`config.mk`:
```
export PLATFORM = sky130hd
export DESIGN_NAME = dds_wave_gen
export DESIGN_NICKNAME = d
export VERILOG_FILES = /design/src/rtl/dds_wave_gen.sv
export SDC_FILE = /design/constraint.sdc
export NUM_CORES = 1
export LEC_CHECK = 0
export CAP_MARGIN = 10
export CORE_MARGIN = 2
export CORE_UTILIZATION = 59
export DETAILED_ROUTE_END_ITERATION = 7
export PLACE_DENSITY = 0.87
export SYNTH_ARGS = -nofsm -noshare
export SYNTH_HDL_FRONTEND = slang
export SYNTH_SLANG_ARGS = --single-unit
```
`constraint.sdc`:
```
create_clock -name clk_256k -period 3.1 [get_ports clk_256k]
set_input_delay 0.62 -clock clk_256k [delete_from_list [all_inputs] [get_ports clk_256k]]
set_output_delay 0.62 -clock clk_256k [all_outputs]
set_load 0.03 [all_outputs]
```
`src/rtl/dds_wave_gen.sv`:
```
// dds_wave_gen: DDS test-signal source producing 10-bit offset-binary DAC
// samples at the clk_256k rate. The output frequency is set in whole kHz.
// New configs are taken over valid/ready and are applied at a phase wrap,
// so the output never jumps mid-period.
module dds_wave_gen #(
  parameter int PHASE_W  = 24,
  parameter int FREQ_MAX = 100
) (
  input  logic       clk_256k,
  input  logic       rst_n,
  input  logic       en,
  input  logic       cfg_valid,
  output logic       cfg_ready,
  input  logic [7:0] cfg_freq,
  input  logic [1:0] cfg_wave,
  input  logic [1:0] cfg_amp,
  output logic       cfg_err,
  output logic [7:0] active_freq,
  output logic [9:0] dac_data,
  output logic       dac_valid
);

  localparam int         STAGES = 3;
  localparam logic [7:0] FMAX   = 8'(FREQ_MAX);

  localparam logic [1:0] W_SINE = 2'd0;
  localparam logic [1:0] W_SQR  = 2'd1;
  localparam logic [1:0] W_TRI  = 2'd2;

  // Quarter-wave magnitude table, sampled at bin centres: round(511*sin(pi/2*(i+0.5)/64)).
  localparam logic [8:0] SINE_ROM [64] = '{
    9'd6,   9'd19,  9'd31,  9'd44,  9'd56,  9'd69,  9'd81,  9'd94,
    9'd106, 9'd118, 9'd130, 9'd142, 9'd154, 9'd166, 9'd178, 9'd190,
    9'd201, 9'd213, 9'd224, 9'd235, 9'd246, 9'd257, 9'd268, 9'd279,
    9'd289, 9'd299, 9'd309, 9'd319, 9'd329, 9'd338, 9'd348, 9'd357,
    9'd366, 9'd374, 9'd383, 9'd391, 9'd399, 9'd407, 9'd414, 9'd421,
    9'd428, 9'd435, 9'd441, 9'd448, 9'd454, 9'd459, 9'd465, 9'd470,
    9'd474, 9'd479, 9'd483, 9'd487, 9'd491, 9'd494, 9'd497, 9'd500,
    9'd502, 9'd505, 9'd506, 9'd508, 9'd509, 9'd510, 9'd511, 9'd511
  };

  typedef enum logic [1:0] {IDLE, RUN, PEND} state_t;

  state_t               state, state_n;
  logic [PHASE_W-1:0]   phase, tw;
  logic [PHASE_W:0]     sum;
  logic                 carry, legal, xfer_ok;
  logic                 apply_cfg, apply_pend, store_cfg;
  logic [1:0]           active_wave, active_amp;
  logic [7:0]           pend_freq;
  logic [1:0]           pend_wave, pend_amp;

  // The tuning word places freq directly above the 16 fraction bits: f_out = freq kHz.
  assign tw      = {active_freq, {(PHASE_W-8){1'b0}}};
  assign sum     = {1'b0, phase} + {1'b0, tw};
  assign carry   = sum[PHASE_W];
  assign legal   = (cfg_freq <= FMAX);
  assign cfg_ready = (state != PEND);
  assign xfer_ok = cfg_valid & cfg_ready & legal;

  // State register.
  always_ff @(posedge clk_256k or negedge rst_n)
    if (!rst_n) state <= IDLE;
    else        state <= state_n;

  // Next state and config-apply decisions.
  always_comb begin
    state_n    = state;
    apply_cfg  = 1'b0;
    apply_pend = 1'b0;
    store_cfg  = 1'b0;
    unique case (state)
      IDLE: begin
        apply_cfg = xfer_ok;
        if (en && ((xfer_ok ? cfg_freq : active_freq) != 8'd0)) state_n = RUN;
      end
      RUN: begin
        if (!en) begin
          // Leaving for IDLE anyway, so a legal request lands immediately.
          apply_cfg = xfer_ok;
          state_n   = IDLE;
        end else if (xfer_ok) begin
          store_cfg = 1'b1;
          state_n   = PEND;
        end
      end
      PEND: begin
        if (!en) begin
          apply_pend = 1'b1;
          state_n    = IDLE;
        end else if (carry) begin
          apply_pend = 1'b1;
          state_n    = (pend_freq == 8'd0) ? IDLE : RUN;
        end
      end
      default: state_n = IDLE;
    endcase
  end

  // Active and pending configuration registers; error pulse on rejected request.
  always_ff @(posedge clk_256k or negedge rst_n) begin
    if (!rst_n) begin
      active_freq <= '0;
      active_wave <= '0;
      active_amp  <= '0;
      pend_freq   <= '0;
      pend_wave   <= '0;
      pend_amp    <= '0;
      cfg_err     <= 1'b0;
    end else begin
      cfg_err <= cfg_valid & cfg_ready & ~legal;
      if (apply_cfg) begin
        active_freq <= cfg_freq;
        active_wave <= cfg_wave;
        active_amp  <= cfg_amp;
      end else if (apply_pend) begin
        active_freq <= pend_freq;
        active_wave <= pend_wave;
        active_amp  <= pend_amp;
      end
      if (store_cfg) begin
        pend_freq <= cfg_freq;
        pend_wave <= cfg_wave;
        pend_amp  <= cfg_amp;
      end
    end
  end

  // Phase accumulator: held at zero in IDLE, keeps the wrapped sum across a retune.
  always_ff @(posedge clk_256k or negedge rst_n)
    if (!rst_n)                                phase <= '0;
    else if (state == IDLE || state_n == IDLE) phase <= '0;
    else                                       phase <= sum[PHASE_W-1:0];

  // Pipeline valid shift register; IDLE flushes in-flight samples.
  logic [STAGES:1] vld_pipe;
  always_ff @(posedge clk_256k or negedge rst_n)
    if (!rst_n)              vld_pipe <= '0;
    else if (state == IDLE)  vld_pipe <= '0;
    else                     vld_pipe <= {vld_pipe[STAGES-1:1], 1'b1};

  assign dac_valid = vld_pipe[STAGES];

  // S1: ROM address (mirrored in odd quadrants), sign, coarse phase, wave and amp.
  logic [5:0] s1_idx;
  logic       s1_neg;
  logic [9:0] s1_p;
  logic [1:0] s1_wave, s1_amp;
  always_ff @(posedge clk_256k or negedge rst_n)
    if (!rst_n) begin
      s1_idx  <= '0;
      s1_neg  <= 1'b0;
      s1_p    <= '0;
      s1_wave <= '0;
      s1_amp  <= '0;
    end else begin
      s1_idx  <= phase[PHASE_W-2] ? ~phase[PHASE_W-3 -: 6] : phase[PHASE_W-3 -: 6];
      s1_neg  <= phase[PHASE_W-1];
      s1_p    <= phase[PHASE_W-1 -: 10];
      s1_wave <= active_wave;
      s1_amp  <= active_amp;
    end

  // Signed sample for the selected waveform.
  logic signed [10:0] wave_s, mag11;
  logic [9:0]         tri_t;
  always_comb begin
    mag11 = {2'b00, SINE_ROM[s1_idx]};
    tri_t = s1_p[9] ? ~{s1_p[8:0], 1'b0} : {s1_p[8:0], 1'b0};
    unique case (s1_wave)
      W_SINE:  wave_s = s1_neg ? -mag11 : mag11;
      W_SQR:   wave_s = s1_p[9] ? -11'sd512 : 11'sd511;
      W_TRI:   wave_s = $signed({1'b0, tri_t}) - 11'sd512;
      default: wave_s = $signed({1'b0, s1_p}) - 11'sd512;
    endcase
  end

  // S2: synchronous ROM read / waveform sample.
  logic signed [10:0] s2_s;
  logic [1:0]         s2_amp;
  always_ff @(posedge clk_256k or negedge rst_n)
    if (!rst_n) begin
      s2_s   <= '0;
      s2_amp <= '0;
    end else begin
      s2_s   <= wave_s;
      s2_amp <= s1_amp;
    end

  // S3: attenuate and re-centre; midscale whenever no live sample is in S2.
  logic signed [10:0] out_s;
  assign out_s = 11'sd512 + (s2_s >>> s2_amp);
  always_ff @(posedge clk_256k or negedge rst_n)
    if (!rst_n)                          dac_data <= 10'd512;
    else if (state == IDLE || !vld_pipe[2]) dac_data <= 10'd512;
    else                                 dac_data <= out_s[9:0];

endmodule

```
Word level (Yosys, flattened, before mapping) --
Memory sizes are Yosys's and may differ from the RTL's. Index checks and enable logic that the tools add are counted.
Word-level totals: bits in writable memories 0, register bits 98, input bits 16, memories 1, bits in read-only memories 576, bits in latches 0, word-level logic and storage cells 81
Operators by class: add/subtract/negate cells 5, eq/ne operators 5, $mul 0, bitwise operators 7, shifts and indexed selects 1, divide/modulo/power cells 0, reductions and logical operators 10, muxes and demuxes 32, magnitude comparators 2
Memory list:
- (name not given) | depth 64, bits a word 9, read ports 1, clocked after Yosys merged registers in 0, write ports 0, line 168 | mag11 = {2'b00, SINE_ROM[s1_idx]};
Operators with widths (count):
- $pmux W11 S3 | 1
- $add A24 B24 Y25 | 1
- $mux W24 | 1
- $mux W8 | 3
- $mux W11 | 2
- $sub A10 B10 Y11 const B | 2
- $mux W10 | 2
- $mux W2 | 9
- $mux W9 | 2
- $neg A9 Y11 | 1
- $sshr A11 B2 Y10 | 1
- $add A10 B10 Y10 const A | 1
- $not A10 Y10 | 1
- $le A8 B7 Y1 const B | 1
- $logic_not A8 Y1 | 1
- $mux W1 | 8
- $reduce_bool A8 Y1 | 1
- $ge A7 B7 Y1 const B | 1
- $not A6 Y7 | 1
- $logic_not A2 Y1 | 3
- $mux W6 | 1
- $not A6 Y6 | 1
- $pmux W2 S3 | 1
- $eq A2 B1 Y1 const B | 2
- other kinds (10) | 14

Depth between registers and ports, before layout --
depth after elaboration 11, depth in mapped cells 12, gate-level depth less buffers 11

Worst setup path after synthesis --
No wires, ideal clock.
path type reg-to-reg, start point reg s1_idx[0], end point reg s2_s[6], required time 2.971 ns, slack 0.537 ns, buffers on the path 1, arrival time 2.434 ns, cell stages (with the launch flop) 13, library setup time 0.129 ns, cell sequence dfrtp_1 -> inv_1 -> ha_1 -> buf_2 -> nor2b_1 -> o211ai_1 -> a21oi_1 -> a211o_1 -> ha_1 -> o211a_1 -> a31oi_1 -> xor2_1 -> a21oi_1
Between the ends: longest elaborated chain between the ends 7
RTL lines:
- from (decl) | line 145 | logic [5:0] s1_idx;
- from (signal assigned) | line 157 | s1_idx <= phase[PHASE_W-2] ? ~phase[PHASE_W-3 -: 6] : phase[PHASE_W-3 -: 6];
- $not A6 Y7 (not written as such) * | line 168
- $mem_v2 Z64 W9 *
- $mux W9 (not written as such) * (2 in a row) | line 168
- $neg A9 Y11 | line 171 | W_SINE: wave_s = s1_neg ? -mag11 : mag11;
- $mux W11 * | line 171
- $pmux W11 S3 * | line 170 | unique case (s1_wave)
- net wave_s[6] | line 165 | logic signed [10:0] wave_s, mag11;
- to (signal assigned) | line 186 | s2_s <= wave_s;
- to (decl) | line 179 | logic signed [10:0] s2_s;
The timed path passes the listed nets; every way through them passes the cells marked *. The select of a mux whose other input is x is not followed. A chain may end at the register's enable or synchronous reset.

Worst setup path in the final report --
start point reg s1_idx[1], end point reg s2_s[6]
The elaborated chain is that of the path after synthesis.

==> run_results.csv <==
group,metric,value,unit
synthesis,synth_nets,491,
min_path,hold-path-cell-count,0,
route,met1_length,4480,um
sta,setup_viol,0,
setup_path,r2r_setup_slack,340,ps
clock_tree,clock-sinks,79,
synthesis,synth_seq_area_share,41.5,%
setup_path,critPathMaxFanout,11,
setup_path,r2r_cells,11,
placed_design,place_ws,380,ps
synthesis,syn_avg_cell_area,10.4,sq um
route,via_per_inst,6.37,
floorplanning,core,0.00777,sq mm
run,maxCapViolCount,0,
clock_tree,cts_hold_buf,0,
clock_tree,cts_tree,"yes",
synthesis,netlist_area,0.00477,sq mm
placed_design,dpl.hpwl,7820,um
route,num_vias,3807,
min_path,min_from,"s1_amp[0]$_DFF_PN0_",
layout,area_growth,13.3,%
clock_tree,cts_buffers,9,
floorplanning,initial_core_util,61.4,%
synthesis,synth_edf_count,0,
outcome,status,"finished clean",
layout,multi_input_area,0.00254,sq mm
global_route,grt_first_pass_wirelength,18900,um
route,wl,11100,um
layout,ff_latch_area,0.00198,sq mm
min_path,hold_path.class,"reg -> reg",
sta,max_freq,363,MHz
layout,n_antenna_cell,0,
sta,fin_crit_sh,89.0,%
sta,hold_viol_final,0,
sta,slew_violations,0,
sta,hold_ws,360,ps
pwr,p_per_area,771,mW/mm^2
sta,slew_headroom,35.5,%
synthesis,yosysUniqueCellTypes,78,
synthesis,synth_common_cells,"dfrtp_1 (78), nor2_1 (35), a21oi_1 (23)",
clock_tree,clockBufferDepth,2,
sta,fin_worst_skew,14.9,ps
synthesis,synth.area.top_cells,"dfrtp_1 (41%), mux4_2 (4.3%), ha_1 (4.2%), mux2_2 (3.1%), nor2_1 (2.8%)",
floorplanning,dieArea,0.00881,sq mm
route,first_pass_iters,5,
sta,setup_tns,0,ps
synthesis,async_reset_ff_share,100,%
sta,fin_ws,341,ps
placed_design,portBuffers,36,
route,dr_wl_met3,593,um
synthesis,synth_ff_type,"dfrtp_1",
min_path,hold_end,"s2_amp[0]$_DFF_PN0_",
clock_tree,ctsResizeCount,0,
clock_tree,h-tree-depth,3,
route,route.met2.wl,5700,um
synthesis,synth_warnings,0,
clock_tree,cts_setup_buffers,0,
global_route,track_usage,27.5,%
pwr,power_leakage,0.00233,uW
floorplanning,die_w,93.9,um
global_route,first_global_vias,3841,
setup_path,r2r_end,"s2_s[6]$_DFF_PN0_",
route,wl_per_cell,18.6,um
route,maxUsedRoutingLayer,"met4",
setup_path,crit_path_end_kind,"register",
clock_tree,clockRootBuffer,"clkbuf_8",
layout,nets,524,
sta,min_period,2760,ps
floorplanning,die_h,93.9,um
synthesis,yosys.area.top_type_share,40.9,%
floorplanning,num_rows,32,
pwr,ir_worst_vdd,0.000488,V
global_route,grt-ovfl-total,0,
layout,layout-drive-gt1-share,16.1,%
global_route,antenna_found_initial,0,
setup_path,crit_required,3340,ps
route,detail-route-antenna-nets,0,
clock_tree,path_clk_slew,90,ps
synthesis,synth_most_common_cell,"dfrtp_1",
setup_path,cp.arrival,3000,ps
placed_design,gp_congestion,0.895,
sta,rsz0062_at_grt,"no",
synthesis,synthCells,458,
synthesis,synth_area_leader_cell,"dfrtp_1",
floorplanning,io_pins,37,
global_route,grt_max_degree,80,
setup_path,worstSetupPathType,"reg -> reg",
synthesis,ys_ff_latch,79,
clock_tree,clk_latency,360,ps
route,initialDrtViolationCount,339,
layout,fillers,595,
setup_path,r2r-start,"s1_idx[1]$_DFF_PN0_",
route,drc,0,
setup_path,cp-start-kind,"register",
sta,tightest_slew,968,ps
==> metal layers <==
metal / global-route usage [%] / vias up
met2: 46.6 / 159
met5: 0 / -
met4: 10.0 / 0
met1: 35.0 / 1857
li1: - / 1764
met3: 5.46 / 27
==> worst max-delay path, cell delays in order (launching register included) <==
cell and delay [ps]:
dfrtp_1 380, inv_1 180, ha_1 420, nor3_1 90, a211oi_1 220, o21ai_0 130, a211o_1 360, ha_1 270
o211a_1 150, a31oi_1 190, xor2_1 170, a21oi_1 80
==> layout by cell type, fill, tap and decap left out, drive strengths merged, types with 6 or more instances in the layout <==
cell type	instances
nand3	7
nor2	35
ha	16
inv	22
mux2	13
a21oi	24
o21ai	27
mux4	9
and3	9
a31oi	6
nand2	21
nor3	13
nor2b	12
mux2i	6
clkbuf	10
a21o	6
clkdlybuf4s50	35
a221o	10
o211ai	7
dfrtp	78
nor3b	14
nand2b	6
xor2	12
buf	18
==> cell families after synthesis <==
logic type                 synth area share, %
AOI/OAI and AO/OA                         21.1
muxes                                     8.58
DFF                                       41.5
xor gates and xnor gates                  2.94
adders and majority gates                 4.62
buffers and inverters                     5.22
and+or+nand+nor                           16.1
==> metrics by stage <==
| step | instances | area, sq um | power [uW] | utilization, % |
|---|---|---|---|---|
| floorplan | 458 | 4770 | 2940 | - |
| global placement | 582 | 5220 | 3370 | 67.2 |
| detailed placement | 582 | 5220 | 3440 | 67.2 |
| CTS | 598 | 5400 | 4150 | 69.5 |
| global route | 598 | 5400 | 4440 | 69.5 |
| finish | 598 | 5400 | 4160 | 69.5 |
==> report_power, final <==
| group | switching (uW) | leakage (uW) | internal [uW] | total, uW |
|---|---|---|---|---|
| logic | 1020 | 0.00123 | 880 | 1900 |
| registers | 298 | 0.00102 | 1260 | 1560 |
| clock network | 400 | 0.0000854 | 303 | 703 |
| total | 1720 | 0.00233 | 2440 | 4160 |
==> how the worst max path moves through the flow <==
stage	startpoint	to	slack, ps	depth (start not counted)
after floorplan	s1_idx[0]$_DFF_PN0_	s2_s[6]$_DFF_PN0_	540	12
after global placement	s1_idx[1]$_DFF_PN0_	s2_s[6]$_DFF_PN0_	390	11
after detailed placement	s1_idx[1]$_DFF_PN0_	s2_s[6]$_DFF_PN0_	380	11
after CTS	s1_idx[1]$_DFF_PN0_	s2_s[6]$_DFF_PN0_	360	11
after global routing	s1_idx[1]$_DFF_PN0_	s2_s[6]$_DFF_PN0_	60	11
final	s1_idx[1]$_DFF_PN0_	s2_s[6]$_DFF_PN0_	340	11
==> state kept, by name, summed over array words and instances (netlist names) <==
signal and cells:
s1_amp 2, vld_pipe 3, s1_p 7, dac_data 10
active_freq 8, pend_freq 8, s2_s 11, s1_idx 6
pend_wave 2, s1_neg 1, active_wave 2, s2_amp 2
pend_amp 2, phase 8, s1_wave 2, active_amp 2
cfg_err 1, state 2
==> cell type report <==
cell class / instances / area share, %
Multi-Input combinational cell: 328 / 47.0
Sequential cell: 79 / 36.6
Timing Repair Buffer: 53 / 9.22
Clock buffer: 10 / 2.36
Tap cell: 102 / 2.36
Inverter: 20 / 1.39
Clock inverter: 6 / 0.973
Note: power is estimated with default switching activity, not from simulation.
